<file path="config.mk">
export PLATFORM = sky130hd
export DESIGN_NAME = caliptra_fpga_gpio_log
export DESIGN_NICKNAME = d
export VERILOG_FILES = /design/src/rtl/caliptra_fpga_gpio_log_pkg.sv /design/src/rtl/caliptra_fpga_log_fifo.sv /design/src/rtl/caliptra_fpga_gpio_log.sv
export SDC_FILE = /design/constraint.sdc
export NUM_CORES = 2
export LEC_CHECK = 0
export CORE_ASPECT_RATIO = 0.6
export CORE_MARGIN = 1
export CORE_UTILIZATION = 61
export CTS_BUF_LIST = sky130_fd_sc_hd__clkbuf_4
export CTS_CLUSTER_SIZE = 25
export DETAILED_ROUTE_END_ITERATION = 8
export DONT_BUFFER_PORTS = 1
export PLACE_DENSITY = 0.74
export SLEW_MARGIN = 20
export SYNTH_ARGS = -nofsm -noshare
export SYNTH_HDL_FRONTEND = slang
export SYNTH_HIERARCHICAL = 1
export SYNTH_SLANG_ARGS = --single-unit
</file>
<file path="constraint.sdc">
create_clock -name aclk -period 8.7 [get_ports aclk]
set_clock_uncertainty 0.05 [all_clocks]
set_input_delay 1.74 -clock aclk [delete_from_list [all_inputs] [get_ports aclk]]
set_output_delay 1.74 -clock aclk [all_outputs]
set_load 0.05 [all_outputs]
</file>
<file path="src/rtl/caliptra_fpga_gpio_log_pkg.sv">
// rtl/caliptra_fpga_gpio_log_pkg.sv - shared types and constants for the GPIO change log
//
// Purpose: default log-entry layout, drop-counter width and the saturating
//          increment used by the drop counter.
// Ports:   none (package)
package caliptra_fpga_gpio_log_pkg;

  localparam int DROP_CNT_W   = 16;
  localparam int VALUE_W      = 64;
  localparam int TS_W_DEFAULT = 32;

  // Entry layout as stored in the log: wires value in the upper bits,
  // timestamp in the lower bits.
  typedef struct packed {
    logic [VALUE_W-1:0]      value;
    logic [TS_W_DEFAULT-1:0] ts;
  } log_entry_t;

  function automatic logic [DROP_CNT_W-1:0] sat_inc(input logic [DROP_CNT_W-1:0] v);
    return (&v) ? v : v + DROP_CNT_W'(1);
  endfunction

endpackage

</file>
<file path="src/rtl/caliptra_fpga_log_fifo.sv">
// rtl/caliptra_fpga_log_fifo.sv - synchronous show-ahead FIFO holding log entries
//
// Purpose: entry storage and pointer/level bookkeeping for the GPIO change log.
// Ports:
//   aclk, rst     clock, asynchronous active-high reset
//   clr           flush; wins over push and pop in the same cycle
//   push, din     write request and data; accepted when not full, or when
//                 full together with a valid pop
//   pop           consume head entry; ignored when empty
//   dout          head entry (show-ahead), zero when empty
//   level         number of stored entries
//   full, empty   level == DEPTH / level == 0
module caliptra_fpga_log_fifo #(
  parameter int WIDTH = 96,
  parameter int DEPTH = 32
) (
  input  logic                     aclk,
  input  logic                     rst,
  input  logic                     clr,
  input  logic                     push,
  input  logic [WIDTH-1:0]         din,
  input  logic                     pop,
  output logic [WIDTH-1:0]         dout,
  output logic [$clog2(DEPTH):0]   level,
  output logic                     full,
  output logic                     empty
);

  localparam int PTR_W = $clog2(DEPTH);
  localparam int LVL_W = PTR_W + 1;

  // No reset on the array so it maps onto distributed RAM.
  logic [WIDTH-1:0] mem [DEPTH];

  logic [PTR_W-1:0] wr_ptr;
  logic [PTR_W-1:0] rd_ptr;
  logic [LVL_W-1:0] level_q;
  logic             do_push;
  logic             do_pop;

  assign empty = (level_q == '0);
  assign full  = (level_q == LVL_W'(DEPTH));

  assign do_pop  = pop && !empty && !clr;
  // A full FIFO still takes a write when the head leaves in the same cycle.
  assign do_push = push && !clr && (!full || do_pop);

  always_ff @(posedge aclk) begin
    if (do_push) begin
      mem[wr_ptr] <= din;
    end
  end

  // Pointers are PTR_W bits wide and wrap modulo DEPTH (power of two).
  always_ff @(posedge aclk or posedge rst) begin
    if (rst) begin
      wr_ptr  <= '0;
      rd_ptr  <= '0;
      level_q <= '0;
    end else if (clr) begin
      wr_ptr  <= '0;
      rd_ptr  <= '0;
      level_q <= '0;
    end else begin
      if (do_push) begin
        wr_ptr <= wr_ptr + PTR_W'(1);
      end
      if (do_pop) begin
        rd_ptr <= rd_ptr + PTR_W'(1);
      end
      case ({do_push, do_pop})
        2'b10:   level_q <= level_q + LVL_W'(1);
        2'b01:   level_q <= level_q - LVL_W'(1);
        default: level_q <= level_q;
      endcase
    end
  end

  assign dout  = empty ? '0 : mem[rd_ptr];
  assign level = level_q;

endmodule

</file>
<file path="src/rtl/caliptra_fpga_gpio_log.sv">
// rtl/caliptra_fpga_gpio_log.sv - change log of Caliptra generic_output_wires
//
// Purpose: records every change of wires_in (sampled on gated-clock ticks)
//          with a timestamp into a FIFO; counts changes dropped while full.
// Ports:
//   aclk, rst            clock, asynchronous active-high reset
//   sample_en            gated Caliptra clock tick; inputs sampled only then
//   wires_in, timestamp  monitored wires and gated-cycle counter
//   pop, clear           register-block strobes: consume head / flush all
//   out_valid, out_value, out_ts   show-ahead head entry (zero when empty)
//   level                stored entry count
//   overflow, drop_count sticky drop flag and saturating drop counter
module caliptra_fpga_gpio_log
  import caliptra_fpga_gpio_log_pkg::*;
#(
  parameter int DEPTH = 32,
  parameter int TS_W  = 32
) (
  input  logic                    aclk,
  input  logic                    rst,
  input  logic                    sample_en,
  input  logic [63:0]             wires_in,
  input  logic [63:0]             timestamp,
  input  logic                    pop,
  input  logic                    clear,
  output logic                    out_valid,
  output logic [63:0]             out_value,
  output logic [TS_W-1:0]         out_ts,
  output logic [$clog2(DEPTH):0]  level,
  output logic                    overflow,
  output logic [DROP_CNT_W-1:0]   drop_count
);

  localparam int ENTRY_W = VALUE_W + TS_W;

  logic [63:0]            prev;
  logic                   change;
  logic                   fifo_full;
  logic                   fifo_empty;
  logic                   drop;
  logic [ENTRY_W-1:0]     fifo_dout;
  logic                   overflow_q;
  logic [DROP_CNT_W-1:0]  drop_count_q;

  generate
    if (TS_W < 64) begin : g_ts_upper
      logic unused_ts_upper;
      assign unused_ts_upper = ^timestamp[63:TS_W];
    end
  endgenerate

  // clear does not touch prev: prev tracks the wires, not the log.
  always_ff @(posedge aclk or posedge rst) begin
    if (rst) begin
      prev <= '0;
    end else if (sample_en) begin
      prev <= wires_in;
    end
  end

  assign change = sample_en && (wires_in != prev);

  // A pop while full frees the slot for this cycle's change, so it is not a drop.
  assign drop = change && fifo_full && !pop && !clear;

  caliptra_fpga_log_fifo #(
    .WIDTH (ENTRY_W),
    .DEPTH (DEPTH)
  ) u_fifo (
    .aclk  (aclk),
    .rst   (rst),
    .clr   (clear),
    .push  (change),
    .din   ({wires_in, timestamp[TS_W-1:0]}),
    .pop   (pop),
    .dout  (fifo_dout),
    .level (level),
    .full  (fifo_full),
    .empty (fifo_empty)
  );

  always_ff @(posedge aclk or posedge rst) begin
    if (rst) begin
      overflow_q   <= 1'b0;
      drop_count_q <= '0;
    end else if (clear) begin
      overflow_q   <= 1'b0;
      drop_count_q <= '0;
    end else if (drop) begin
      overflow_q   <= 1'b1;
      drop_count_q <= sat_inc(drop_count_q);
    end
  end

  // FIFO already returns zero when empty, so the outputs follow suit.
  assign out_valid  = !fifo_empty;
  assign out_value  = fifo_dout[ENTRY_W-1:TS_W];
  assign out_ts     = fifo_dout[TS_W-1:0];
  assign overflow   = overflow_q;
  assign drop_count = drop_count_q;

endmodule

</file>
==> summary.md <==
| Metric | Value |
|---|---|
| Outcome | `finished clean` |
| Placed cells | `8000` |
| Critical path's most frequent cell | `buf_4` |
| Residual DRC count | `0` |
| Final setup violation count | `0` |
| CTS tree | `yes` |
| HPWL Detailed | `155.8 mm` |
| Tot Pwr | `35.35 mW` |
| Crit-path slowest cell | `dfrtp_4` |
| Slew headroom | `18.22%` |
| Setup Buffers After CTS | `0` |
| Mapped Area | `122000 µm²` |
| Synth top area share | `75.59%` |
| RR Endpoint | `u_fifo/level[5]` |
| Initial antenna violation count | `11` |
| Final period utilization | `81.19%` |
| Hold Path Class | `primary input to asynchronous set/reset pin` |
| Chip width | `579.4 µm` |
| # rows | `126` |
| Clk buf depth | `4` |
| CP max FO | `38` |
| Final min period | `7.063 ns` |
| Post-Syn Instances | `5505` |
| Metal2 WL | `129.3 mm` |
| WL/cell | `32.21 µm` |
| Post-synth ARST share | `3.061%` |
| Layout cell share with drive strength beyond 1 | `34.12%` |
| CP max stage delay | `1.00 ns` |
| Worst slew pin tran | `1.227 ns` |
| Clock sink count | `3169` |
| Yosys warnings | `6` |
| Uppermost routed layer | `met5` |
| Vias/cell | `6.689` |
| CTS root buf | `clkbuf_4` |
| Syn nets | `5649` |
| Register area share after synthesis | `77.58%` |
| Final Hold Violating Endpoints | `0` |
| GRT Overall Usage | `29.69%` |
| Met1 WL | `116.3 mm` |
| Total Neg Setup Slack | `0 ns` |
| Worst-path clk slew | `0.08 ns` |
| Max Cap Viol | `0` |
| Power per cell area | `261.9 nW/µm²` |
| Worst vdd ir | `0.0002764 V` |
| CP startpoint | `u_fifo/rd_ptr[2]` |
| Clk_lat worst skew | `1.32 ns` |
| Grt total ovfl | `0` |
| Top cells by area, synth | `edfxtp_1 76%, mux4_2 12%, mux2i_1 2.3%` |
| Total CTS buffers | `699` |
| Max Freq | `141.6 MHz` |
| Layout Nets | `6227` |
| Final GP Congestion | `0.7862` |
| Number of port buffers | `0` |
| Fin cells | `9243` |
| Post-CTS sizing | `0` |
| Crit path kind | `flop to output port` |
| Drt pass-1 iters | `5` |
| Die Area | `201900 µm²` |
| DRT iter0 DRCs | `8117` |
| Pleak | `41.93 nW` |
| R2R depth | `13` |
| Number of global-route vias before repair | `62290` |
| Io pins | `253` |
| Die H | `348.5 µm` |
| Worst r2r src | `prev[7]` |
| Critical path arrival | `5.27 ns` |
| Number of synthesized flops with an enable pin | `3072` |
| H-tree depth | `6` |
| Critical Path End Type | `output port` |
| Core outline area | `197700 µm²` |
| Startpoint Class | `flop` |
| CP Data Required Time | `6.91 ns` |
| Global-route wire length before repair | `424.0 mm` |
| Worst path cell trace | `buf_4, nand2b_1, buf_4, o221ai_1, a21oi_1, nor4_4` |
| Syn avg cell area | `22.17 µm²` |
| Largest net degree at the start of global routing | `131` |
| Metal3 WL | `43.98 mm` |
| FF-to-FF setup slack | `2.90 ns` |
| Area leader, netlist | `edfxtp_1` |
| #FFs+latches synth | `3169` |
| Final wirelength | `297.7 mm` |
| Top FF cell, synth | `edfxtp_1` |
| Area growth syn-to-layout | `10.62%` |
| Routed via count | `61830` |
| RSZ-0062 raised after global routing | `false` |
| CP endpoint | `out_value[48]` |
| CTS Hold Bufs | `0` |
| Final Util | `68.28%` |
| Slew Limit Fails | `0` |
| Distinct cells, synth | `68` |
| Post-route ant nets | `0` |
| Initial Util | `61.73%` |
-- layout by cell type, fill, tap and decap left out, types with 24 or more instances in the layout --
| cell type | n |
|---|---|
| buf_6 | 27 |
| nor2_4 | 34 |
| o22ai_1 | 168 |
| mux2i_1 | 275 |
| xnor2_1 | 68 |
| buf_12 | 30 |
| o22a_1 | 24 |
| buf_4 | 130 |
| clkinv_1 | 93 |
| a22o_1 | 71 |
| clkbuf_4 | 1084 |
| nor2_1 | 33 |
| dfrtp_1 | 93 |
| edfxtp_1 | 3072 |
| o21ai_0 | 50 |
| mux4_2 | 629 |
| mux2_2 | 186 |
| nand2_1 | 40 |
| a21oi_1 | 63 |
| a221oi_1 | 94 |
-- through the flow --
step	setup slack (ns)	instance area [µm²]	hold slack (ns)
floorplan	1.267	122000	0.4524
global placement	1.783	125600	0.4606
detailed placement	1.737	125700	0.4681
CTS	1.428	134800	0.2777
global route	1.338	135000	0.3469
finish	1.637	135000	0.3834
-- worst min-delay path by stage --
stage	startpoint	endpoint	slack, ns	cells after the start
after floorplan	prev[59]	prev[59]	0.45	1
after global placement	prev[32]	prev[32]	0.46	1
after detailed placement	prev[46]	prev[46]	0.47	1
after CTS	rst	prev[19]	0.28	1
after global routing	rst	prev[19]	0.35	1
final	rst	prev[19]	0.38	1
-- logic make-up after synthesis --
family / after synthesis / share of synthesized area [%]
AOI/OAI and AO/OA: 570 / 3.328
xor gates and xnor gates: 78 / 0.5598
adders and majority gates: 11 / 0.1189
buffers and inverters: 323 / 1.655
DFF: 3169 / 77.58
muxes: 1092 / 15.60
and+or+nand+nor: 262 / 1.157
-- routing by layer --
| layer | GRT usage, % | vias to the layer above |
|---|---|---|
| li1 | - | 24970 |
| met4 | 8.981 | 12 |
| met2 | 41.78 | 4430 |
| met1 | 44.52 | 31880 |
| met3 | 10.12 | 528 |
| met5 | 0 | - |
-- registers in the layout, summed over array words and instances (netlist names) --
| name | flops |
|---|---|
| u_fifo/level | 6 |
| drop_count | 16 |
| overflow | 1 |
| u_fifo/wr_ptr | 5 |
| prev | 64 |
| u_fifo/mem | 3072 |
| u_fifo/rd_ptr | 5 |
-- synth_stat cells (19+ instances only) --
master	count
edfxtp_1	3072
mux4_2	629
mux2i_1	275
mux2_2	186
o22ai_1	174
clkbuf_1	120
dfrtp_1	97
a221oi_1	94
a22o_1	71
nor2_1	71
xnor2_1	68
a21oi_1	63
buf_4	62
buf_2	59
o21ai_0	50
buf_6	44
nand2_1	43
o22a_1	24
nor2b_1	23
nand4_1	22
a211oi_1	21
nor3_1	19
nor4_1	19
-- report_power, final --
part	total, mW	internal, mW	leakage, nW	switching (mW)
Clock	11.7	6.02	5.44	5.65
Combinational	6.75	2.85	7.66	3.91
Sequential	16.9	16.8	28.8	0.110
-- final cells by class --
type / count / area (µm²)
antenna: 5 / 12.51
clock buffer: 1084 / 8138
clock inverter: 148 / 1002
fill: 12190 / 62710
inverter: 11 / 43.79
multi-input combinational: 2013 / 25890
sequential: 3169 / 94690
tap: 2624 / 3283
timing repair buffer: 189 / 1936
-- critical path: cells and delay by family, from the launching register on --
family | cells | cell delay (ns)
AOI/OAI and AO/OA | 2 | 0.51
and+or+nand+nor | 2 | 1.48
DFF | 1 | 1.00
buffers and inverters | 2 | 0.98
No activity file was read; power rests on OpenSTA's default activity.
